$ cat src/rtl/z380_dram_refresh_mc.sv
// Z380 uncore DRAM refresh scheduler: per-channel period tick generator,
// saturating refresh debt with req/ack hand-off, CSR-programmed.
module z380_dram_refresh_mc #(
  parameter logic [31:0] CSR_BASE = 32'h00a2_3000,
  parameter int unsigned NUM_CH   = 2,
  parameter int unsigned PERIOD_W = 16,
  parameter int unsigned DEBT_W   = 3
) (
  input  logic              clk,
  input  logic              rst_n,
  output logic [NUM_CH-1:0] ref_req,
  input  logic [NUM_CH-1:0] ref_ack,
  output logic [NUM_CH-1:0] ref_overflow,
  input  logic              csr_req_valid,
  output logic              csr_req_ready,
  input  logic [31:0]       csr_req_addr,
  input  logic              csr_req_write,
  input  logic [31:0]       csr_req_wdata,
  input  logic [3:0]        csr_req_wstrb,
  output logic              csr_rsp_valid,
  input  logic              csr_rsp_ready,
  output logic [31:0]       csr_rsp_rdata,
  output logic              csr_rsp_fault,
  output logic              csr_rsp_side_effect
);

  localparam logic [DEBT_W-1:0] DEBT_MAX = '1;

  typedef enum logic {S_IDLE = 1'b0, S_RSP = 1'b1} rsp_state_e;

  rsp_state_e          state_q, state_d;
  logic [31:0]         rdata_q, rdata_d;
  logic                fault_q, fault_d;
  logic                side_q, side_d;

  logic [NUM_CH-1:0]   en_q, en_d;
  logic [PERIOD_W-1:0] period_q [NUM_CH];
  logic [PERIOD_W-1:0] period_d [NUM_CH];
  logic [PERIOD_W-1:0] count_q  [NUM_CH];
  logic [PERIOD_W-1:0] count_d  [NUM_CH];
  logic [DEBT_W-1:0]   debt_q   [NUM_CH];
  logic [DEBT_W-1:0]   debt_d   [NUM_CH];
  logic [NUM_CH-1:0]   ovf_q, ovf_d;
  logic [NUM_CH-1:0]   req_q, req_d;

  logic [31:0]         offset;
  logic                hit_ctrl;
  logic [NUM_CH-1:0]   hit_period, hit_status;
  logic                hit_any;
  logic [31:0]         rd_val;
  logic                req_fire;
  logic                wr_fire;
  logic [NUM_CH-1:0]   tick, ack_ok, ovf_set;

  // Write strobes are not honoured and most wdata bits have no home.
  logic unused_csr;
  assign unused_csr = ^{csr_req_wstrb, csr_req_wdata};

  assign csr_req_ready       = (state_q == S_IDLE);
  assign csr_rsp_valid       = (state_q == S_RSP);
  assign csr_rsp_rdata       = rdata_q;
  assign csr_rsp_fault       = fault_q;
  assign csr_rsp_side_effect = side_q;
  assign ref_req             = req_q;
  assign ref_overflow        = ovf_q;

  assign req_fire = csr_req_valid & csr_req_ready;
  assign wr_fire  = req_fire & csr_req_write;

  // Address decode and read-data mux.
  always_comb begin
    offset     = csr_req_addr - CSR_BASE;
    hit_ctrl   = (offset == 32'h0);
    hit_period = '0;
    hit_status = '0;
    rd_val     = '0;
    if (hit_ctrl) rd_val = 32'(en_q);
    for (int ch = 0; ch < NUM_CH; ch++) begin
      hit_period[ch] = (offset == 32'(16 + 16 * ch));
      hit_status[ch] = (offset == 32'(20 + 16 * ch));
      if (hit_period[ch]) rd_val = 32'(period_q[ch]);
      if (hit_status[ch]) begin
        rd_val[DEBT_W-1:0] = debt_q[ch];
        rd_val[8]          = ovf_q[ch];
        rd_val[31:16]      = 16'(count_q[ch]);
      end
    end
    hit_any = hit_ctrl | (|hit_period) | (|hit_status);
  end

  // CSR response FSM: one outstanding response, captured at request fire.
  always_comb begin
    state_d = state_q;
    rdata_d = rdata_q;
    fault_d = fault_q;
    side_d  = side_q;
    case (state_q)
      S_IDLE: begin
        if (csr_req_valid) begin
          state_d = S_RSP;
          fault_d = !hit_any;
          side_d  = csr_req_write;
          rdata_d = (csr_req_write || !hit_any) ? 32'h0 : rd_val;
        end
      end
      S_RSP: begin
        if (csr_rsp_ready) state_d = S_IDLE;
      end
      default: state_d = S_IDLE;
    endcase
  end

  // Per-channel period counter, debt accounting and CSR side effects.
  always_comb begin
    en_d    = (wr_fire && hit_ctrl) ? csr_req_wdata[NUM_CH-1:0] : en_q;
    ovf_d   = ovf_q;
    req_d   = '0;
    tick    = '0;
    ack_ok  = '0;
    ovf_set = '0;
    for (int ch = 0; ch < NUM_CH; ch++) begin
      period_d[ch] = (wr_fire && hit_period[ch]) ? csr_req_wdata[PERIOD_W-1:0] : period_q[ch];
      count_d[ch]  = count_q[ch];
      debt_d[ch]   = debt_q[ch];
      tick[ch]     = en_q[ch] && (count_q[ch] == '0);
      ack_ok[ch]   = ref_ack[ch] && (debt_q[ch] != '0);
      if (!en_q[ch]) begin
        count_d[ch] = period_q[ch];
        debt_d[ch]  = '0;
      end else begin
        count_d[ch] = tick[ch] ? period_q[ch] : count_q[ch] - PERIOD_W'(1);
        if (tick[ch] && !ack_ok[ch]) begin
          if (debt_q[ch] == DEBT_MAX) ovf_set[ch] = 1'b1;
          else                        debt_d[ch]  = debt_q[ch] + DEBT_W'(1);
        end else if (!tick[ch] && ack_ok[ch]) begin
          debt_d[ch] = debt_q[ch] - DEBT_W'(1);
        end
      end
      if (wr_fire && hit_status[ch] && csr_req_wdata[8]) ovf_d[ch] = 1'b0;
      if (ovf_set[ch]) ovf_d[ch] = 1'b1;
      req_d[ch] = (debt_d[ch] != '0);
    end
  end

  // State registers with synchronous active-low reset.
  always_ff @(posedge clk) begin
    if (!rst_n) begin
      state_q <= S_IDLE;
      rdata_q <= '0;
      fault_q <= 1'b0;
      side_q  <= 1'b0;
      en_q    <= '0;
      ovf_q   <= '0;
      req_q   <= '0;
      for (int ch = 0; ch < NUM_CH; ch++) begin
        period_q[ch] <= '0;
        count_q[ch]  <= '0;
        debt_q[ch]   <= '0;
      end
    end else begin
      state_q <= state_d;
      rdata_q <= rdata_d;
      fault_q <= fault_d;
      side_q  <= side_d;
      en_q    <= en_d;
      ovf_q   <= ovf_d;
      req_q   <= req_d;
      for (int ch = 0; ch < NUM_CH; ch++) begin
        period_q[ch] <= period_d[ch];
        count_q[ch]  <= count_d[ch];
        debt_q[ch]   <= debt_d[ch];
      end
    end
  end

endmodule

$ cat config.mk
export PLATFORM = sky130hd
export DESIGN_NAME = z380_dram_refresh_mc
export DESIGN_NICKNAME = d
export VERILOG_FILES = /design/src/rtl/z380_dram_refresh_mc.sv
export SDC_FILE = /design/constraint.sdc
export NUM_CORES = 1
export LEC_CHECK = 0
export CAP_MARGIN = 40
export CORE_MARGIN = 2
export CORE_UTILIZATION = 40
export DETAILED_ROUTE_END_ITERATION = 6
export GPL_TIMING_DRIVEN = 0
export PLACE_DENSITY_LB_ADDON = 0.08
export SETUP_SLACK_MARGIN = 0.5
export SLEW_MARGIN = 20
export SYNTH_ARGS = -nofsm -noshare
export SYNTH_HDL_FRONTEND = slang
export SYNTH_SLANG_ARGS = --single-unit
$ cat constraint.sdc
create_clock -name clk -period 3.1 [get_ports clk]
set_input_delay 0.62 -clock clk [delete_from_list [all_inputs] [get_ports clk]]
set_output_delay 0.62 -clock clk [all_outputs]
set_load 0.005 [all_outputs]
# [Yosys cells after proc, flatten, opt, wreduce, memory -nomap -nowiden]
# Memories as Yosys holds them, arrays and structs flattened.
# Cells that the tools add are included.
[word_totals] register_bits=41 ram_bits=70 in_bits=75 out_inout_bits=40 word_cells=113 memories=3
[op_classes] n_addsub=7 n_eq_ne=6 muxes=45 bitwise=11 n_reduce_logical=33
[memory_table] memory="count_q" words=2 width=16 rd=2 rd_ports_with_merged_regs=0 write_ports=2 line="39" rtl="logic [PERIOD_W-1:0] count_q [NUM_CH];"
[memory_table] memory="period_q" words=2 width=16 rd=2 rd_ports_with_merged_regs=0 write_ports=2 line="37" rtl="logic [PERIOD_W-1:0] period_q [NUM_CH];"
[memory_table] memory="debt_q" words=2 width=3 rd=2 rd_ports_with_merged_regs=0 write_ports=2 line="41" rtl="logic [DEBT_W-1:0] debt_q [NUM_CH];"
[op_table] op="$mux W16" count=13
[op_table] op="$eq A32 B5 Y1 const B" count=2
[op_table] op="$eq A32 B6 Y1 const B" count=2
[op_table] op="$mux W32" count=2
[op_table] op="$mux W3" count=12
[op_table] op="$logic_not A16 Y1" count=2
[op_table] op="$logic_not A32 Y1" count=1
[op_table] op="$sub A16 B1 Y16 const B" count=2
[op_table] op="$sub A32 B24 Y32 const B" count=1
[op_table] op="$mux W1" count=16
[op_table] op="$logic_and A1 B1 Y1" count=15
[op_table] op="$reduce_bool A3 Y1" count=4
[op_table] op="$or A1 B1 Y1" count=8
[op_table] op="$add A3 B1 Y3 const B" count=2
[op_table] op="$eq A3 B3 Y1 const B" count=2
[op_table] op="$sub A3 B1 Y3 const B" count=2
[op_table] op="$logic_not A1 Y1" count=5
[op_table] op="$reduce_bool A2 Y1" count=2
[op_table] op="$reduce_or A2 Y1" count=2
[op_table] op="$and A1 B1 Y1" count=2
[op_table] op="$mux W2" count=1
[op_table] op="$pmux W1 S2" count=1
[op_table] op="$reduce_and A2 Y1" count=1
[op_table] op="$logic_or A1 B1 Y1" count=1
[op_table] op="$not A1 Y1" count=1

# [Logic depth before layout (Yosys ltp)]
# Gate-level depths: netlist of run 1.
# An unclocked memory read counts as a cell.
[depth] depth_word=9 ltp_mapped=8 depth_no_buf=8

# [Worst setup path before layout of run 1]
# Ideal clock, no wire load.
[synth_timing] kind="in2reg" startpoint="input csr_req_addr[0]" endpoint="memory period_q[1][5], in the netlist period_q[0][21]" setup_ps=128 t_arrival_ps=2668 required_time_ps=2972 slack_ps=305 path_stages=8 n_path_buf=2 cell_sequence="or4_4 > nor4_4 > buf_6 > nand3_4 > a2111oi_4 > buf_6 > mux2i_1 > nor2_1"
[synth_lines] element="start, declared" line="16" rtl="input logic [31:0] csr_req_addr,"
[synth_lines] element="end, declared" line="37"

==> results of run 1 <==
## area by class of cell
cell class,instances,share of cell area
buffer,31,0.0218
tap,172,0.0313
clock buffer,11,0.0339
sequential,111,0.323
timing repair buffer,112,0.157
clock inverter,4,0.00692
multi-input combinational,423,0.416
inverter,18,0.00983
## power groups by stage
stage,Clock (mW),Sequential [mW],Combinational (mW)
finish,1.13,1.43,0.167
global route,1.20,1.43,0.181
CTS,1.15,1.43,0.164
detailed placement,0,1.46,0.160
global placement,0,1.46,0.158
floorplan,0,1.46,0.0541
## synthesized netlist by cell type, types with 3 or more instances
| cell | instances |
|---|---|
| xor2_1 | 7 |
| and3_1 | 3 |
| nor2_1 | 91 |
| or3_1 | 5 |
| or4_1 | 5 |
| a221oi_1 | 5 |
| a21boi_0 | 4 |
| inv_1 | 17 |
| nor3_1 | 3 |
| nor4_1 | 4 |
| a31oi_1 | 3 |
| a21o_1 | 4 |
| a211oi_1 | 28 |
| a311oi_1 | 5 |
| nand3_1 | 6 |
| nand4b_1 | 3 |
| o21ai_1 | 6 |
| nor3b_1 | 3 |
| nor2b_1 | 6 |
| or2_2 | 5 |
| o21ai_0 | 30 |
| dfxtp_1 | 111 |
| buf_6 | 3 |
| xnor2_1 | 19 |
| nand2b_1 | 3 |
| o31ai_1 | 4 |
| mux2i_1 | 38 |
| ha_1 | 8 |
| a22oi_1 | 27 |
| clkbuf_1 | 27 |
| a21oi_1 | 13 |
| nand2_1 | 50 |
## registers in the layout, summed over array words and instances, names as in the netlist
name / cells
count_q: 32
csr_rsp_fault: 1
csr_rsp_rdata: 32
csr_rsp_side_effect: 1
csr_rsp_valid: 1
debt_q: 6
en_q: 2
period_q: 32
ref_overflow: 2
ref_req: 2
## repair_timing
item                       4_1_cts  5_1_grt
hold buffers                     0        0
setup endpoints to repair       79       79
pin swaps                       10        8
cloned                           2        0
gates resized for setup         26       25
setup buffers                   14        3
## tightest hold or removal path, cell delays in order (launching register included)
cell,delay (ps)
dfxtp_1,330
nand2_1,40
o21ai_0,50
## layout by cell type, fill, tap and decap left out, types with 4 or more instances in the layout
cell	instances
dfxtp_1	111
nor2_1	91
clkdlybuf4s50_1	82
nand2_1	50
mux2i_1	38
o21ai_0	29
a22oi_1	27
a211oi_1	26
clkbuf_1	21
xnor2_1	19
inv_1	17
buf_4	16
a21oi_1	12
clkbuf_2	9
clkbuf_16	9
ha_1	8
buf_6	7
xor2_1	7
o21ai_1	6
or4_1	5
nor2b_1	5
a221oi_1	5
nand3_1	5
a311oi_1	5
nor4_1	4
or3_1	4
or2_2	4
a21boi_0	4
o31ai_1	4
dlymetal6s2s_1	4
## routing by layer
| metal | track usage | wire, um | vias to the layer above |
|---|---|---|---|
| met5 | 0 | 0 | - |
| met4 | 0.0904 | 363 | 0 |
| met3 | 0.0343 | 727 | 20 |
| met2 | 0.376 | 7550 | 116 |
| met1 | 0.283 | 6870 | 2280 |
| li1 | - | - | 2334 |
## cell families after synthesis
family / share of synthesized area
xor gates and xnor gates: 0.0436
AOI/OAI and AO/OA: 0.200
DFF: 0.426
buffers and inverters: 0.0398
muxes: 0.0772
and+or+nand+nor: 0.194
adders and majority gates: 0.0192
## worst max-delay path by stage
stage,endpoint,slack (ps)
floorplan,period_q[0][21]$_SDFFE_PN0P_,300
global placement,csr_rsp_rdata[21]$_SDFFE_PN0P_,-510
detailed placement,period_q[0][21]$_SDFFE_PN0P_,-420
CTS,period_q[0][1]$_SDFFE_PN0P_,500
global route,ref_req[1]$_SDFF_PN0_,490
finish,ref_req[1]$_SDFF_PN0_,560
## per-stage QoR
step	total power [mW]	area [um2]	std cells	utilization
5_1_grt	2.81	6870	882	0.543
3_3_place_gp	1.62	6360	847	0.502
6_report	2.73	6870	882	0.543
3_5_place_dp	1.62	6360	848	0.502
4_1_cts	2.75	6810	879	0.537
2_1_floorplan	1.52	5220	583	-
==> metrics.csv, run 1 <==
metric,value,unit
status,"complete, no violations",
syn_inst,583,
io_pins,115,
syn_to_final_growth,31.7,%
crit_family,simple AND/OR/NAND/NOR gates,
yosysWarningCount,0,
grt_pass1_wl,24600,um
max_freq,394,MHz
start_util,0.412,
fp.dieH,118,um
grt_pass1_vias,4672,
cts_buffers,9,
multi_input_area,2860,um2
grt_overflow,0,
synth_top_cell_area_share,0.426,
worstPathArrival,2770,ps
leakage,2.43,nW
root_buffer,clkbuf_16,
via_per_inst,5.39,
min_period,2540,ps
synth.distinct_cells,59,
p_seq_frac,0.524,
slew_headroom,0.547,
cts_tree,yes,
critPathLaunchType,flip-flop,
cp.depth,6,
n_antenna_cell,0,
routed_wl,15500,um
min_path_type,flip-flop to flip-flop,
reg2reg_slack,560,ps
worst_pin_slew,680,ps
ys_ff_latch,111,
dr.pass1.iters,5,
hold_start,csr_rsp_rdata[17]$_SDFFE_PN0P_,
clk_pin_slew,70,ps
max-clock-path-buffers,2,
period_share,0.819,
htree_levels,3,
rsz0062_at_grt,yes,
critPathCaptureType,flip-flop,
fin_nets,789,
critPathMaxStageDelay,630,ps
switching_share,0.219,
rr_startpoint,count_q[0][26]$_SDFF_PN0_,
drive_above_1_share,0.107,
cap_violations,0,
synthArstFlopShare,0,
worst_clock_skew,10.3,ps
whs_endpoint,csr_rsp_rdata[17]$_SDFFE_PN0P_,
critical_path_required,3330,ps
hpwl,11600,um
worst-path-buf-inv,0,
synth_ff_type,dfxtp_1,
antenna_found_initial,0,
peakVddDrop,0.297,mV
drc_errors,0,
numPortBuffers,92,
crit_chain,or4_1 > nor4_4 > a31oi_2 > and3b_1 > o311a_1 > a311o_1,
p_sw,0.598,mW
crit_fanout,4,
r2r_end,ref_req[1]$_SDFF_PN0_,
p_comb_frac,0.061,
hold_violations,0,
cts.sinks,111,
synthTopCellsByArea,"dfxtp_1, mux2i_1, nor2_1",
grt_max_degree,17,
syn_nets,666,
core,12700,um2
finalSetupTns,0,ps
slew_violations,0,
reg2regPathDepth,6,
fillCellCount,1204,
seq_area,2220,um2
clockPowerShare,0.415,
worstHoldPathCells,2,
die_area,14000,um2
rows,41,
drt-initial-drc-count,167,
clkLatencyLatePin,350,ps
pwr_density_cell,397,nW/um2
p_int,2.13,mW
setup_viol,0,
path_class,flip-flop to flip-flop,
avgSynthCellArea,8.95,um2
synthesis.area,5220,um2
fin_hold_ws,454,ps
track_usage,0.223,
seq_area_frac_synth,0.426,
gp_congestion,0.874,
synth-edff-count,0,
startpoint,count_q[0][26]$_SDFF_PN0_,
vias,4750,
ant_nets,0,
slowest_stage,or4_1,
synth_top_area_cell,dfxtp_1,
place_ws,-417,ps
die_x,118,um
worst_slack,561,ps
wl_per_cell,17.6,um
Note: power is estimated with default switching activity, not from simulation.
==> inputs of run 2 (changes only) <==
Clock period 3.1 ns to 2.4 ns, I/O delays scaled along.
==> metrics.csv, run 2 (synthesis gave the netlist of run 1 again) <==
metric,value,unit,change
min_period,2320,ps,-217 ps
numPortBuffers,92,,unchanged
fp.dieH,118,um,unchanged
setup_viol,0,,unchanged
mostFrequentLayoutCell,dfxtp_1,,
dr.pass1.iters,4,,-1
slew_headroom,0.456,,-0.0907
io_pins,115,,unchanged
r2r_end,ref_req[1]$_SDFF_PN0_,,
ant_nets,0,,unchanged
max-clock-path-buffers,2,,unchanged
cts_tree,yes,,
hold_start,csr_rsp_rdata[17]$_SDFFE_PN0P_,,
crit_fanout,3,,-1
grt_pass1_vias,5267,,+13%
clk_pin_slew,70,ps,about the same
worstHoldPathCells,2,,unchanged
cts-hold-fix-buffers,0,,unchanged
rows,41,,unchanged
fin_hold_ws,453,ps,-1.19 ps
fin_util,0.649,,+0.107
slew_violations,0,,unchanged
clkLatencyLatePin,360,ps,about the same
syn_to_final_growth,57.6,%,
worst_pin_slew,816,ps,+136 ps
critPathMaxStageDelay,400,ps,-230 ps
drive_above_1_share,0.325,,+0.217
hpwl,11600,um,-0.23%
antenna_found_initial,0,,unchanged
whs_endpoint,csr_rsp_rdata[17]$_SDFFE_PN0P_,,
via_per_inst,5.55,,+3.1%
track_usage,0.247,,+0.0241
dpl_cell_area,6510,um2,+2.3%
die_x,118,um,unchanged
min_path_type,flip-flop to flip-flop,,
crit_chain,inv_2 > ha_4 > or3b_4 > nor4_4 > buf_4 > a31oi_4 > and3b_1 > o311a_1 > a311o_1,,
path_class,flip-flop to flip-flop,,
rsz0062_at_grt,yes,,
period_share,0.967,,+0.148
grt_overflow,0,,unchanged
root_buffer,clkbuf_16,,
slowest_stage,or3b_4,,
start_util,0.412,,unchanged
max_freq,431,MHz,+9.4%
die_area,14000,um2,unchanged
place_ws,-1080,ps,-661 ps
status,"complete, no violations",,
rr_startpoint,count_q[0][16]$_SDFF_PN0_,,
worstPathArrival,2560,ps,-210 ps
critPathLaunchType,flip-flop,,
drt-initial-drc-count,279,,+67%
final_design_area_no_fill,8230,um2,+20%
hold_violations,0,,unchanged
critical_path_required,2640,ps,-690 ps
cap_violations,0,,unchanged
critPathCaptureType,flip-flop,,
n_antenna_cell,0,,unchanged
worst_slack,78.5,ps,-483 ps
pwr_density_cell,451,nW/um2,+13%
routed_wl,17800,um,+15%
reg2reg_slack,80,ps,-480 ps
htree_levels,3,,unchanged
cts.sinks,111,,unchanged
reg2regPathDepth,9,,+3
core,12700,um2,unchanged
peakVddDrop,0.323,mV,+8.9%
vias,5166,,+8.8%
drc_errors,0,,unchanged
grt_max_degree,18,,+1
leakage,2.99,nW,+23%
gp_congestion,0.850,,-2.7%
layout_common_cells,"dfxtp_1, nor2_1, clkdlybuf4s50_1",,
cts_buffers,9,,unchanged
fin_nets,836,,+6.0%
wl_per_cell,19.2,um,+9.1%
worst_clock_skew,7.47,ps,-2.87 ps
grt_pass1_wl,27200,um,+11%
run 2: area by class of cell:
| cell class | instances | area (um2) |
|---|---|---|
| multi-input cells | 423 | 3480 |
| fillers | 1028 | 4440 |
| well taps | 172 | 215 |
| plain buffers | 31 | 295 |
| clock buffers | 13 | 280 |
| clock inverters | 3 | 46.3 |
| repair buffers | 159 | 1600 |
| inverters | 18 | 72.6 |
| flip-flops and latches | 111 | 2240 |
run 2: how the worst max path moves through the flow:
stage | slack [ps] | endpoint | start
5_1_grt | -20 | period_q[0][29]$_SDFFE_PN0P_ | csr_req_addr[6]
3_3_place_gp | -1000 | period_q[0][24]$_SDFFE_PN0P_ | csr_req_addr[0]
6_report | 80 | ref_req[1]$_SDFF_PN0_ | count_q[0][16]$_SDFF_PN0_
3_5_place_dp | -1080 | period_q[0][29]$_SDFFE_PN0P_ | csr_req_addr[0]
4_1_cts | 80 | period_q[0][9]$_SDFFE_PN0P_ | csr_req_addr[6]
2_1_floorplan | -250 | period_q[0][10]$_SDFFE_PN0P_ | csr_req_addr[0]
run 2: report_power, final:
part	internal [mW]	switching [mW]	leakage, nW	total [mW]
clock network	0.929	0.708	0.158	1.64
registers	1.84	0.00256	0.900	1.84
logic	0.107	0.121	1.93	0.228
total	2.88	0.831	2.99	3.71
run 2: critical path, delay by kind of cell, from the launching register on:
family / cells / cell delay [ps]
flip-flops: 1 / 330
AO/OA/AOI/OAI: 3 / 690
adder cells (fa/ha/maj): 1 / 120
buffers and inverters: 2 / 260
AND/OR/NAND/NOR: 3 / 800
run 2: metrics by stage:
stage	cells	setup TNS (ps)	power, mW
after global placement	847	-54220	2.09
after detailed placement	848	-51040	2.10
after floorplan	583	-5980	1.96
after CTS	924	0	3.71
after global routing	930	-67.8	3.81
final	930	0	3.71
run 2: timing repair:
item | CTS | global route
endpoints found under the hold margin | 0 | 0
gates resized for setup | 186 | 91
buffers inserted | 53 | 4
cloned | 7 | 1
pin swaps | 69 | 36
endpoints found under the setup margin | 107 | 108
run 2: per-layer routing:
layer  track usage  wire length, um  part of all wire
met2         0.402             8440              0.47
met3        0.0502             1140             0.064
met4        0.0821              280             0.016
met1         0.326             7990              0.45
met5             0                0                 0
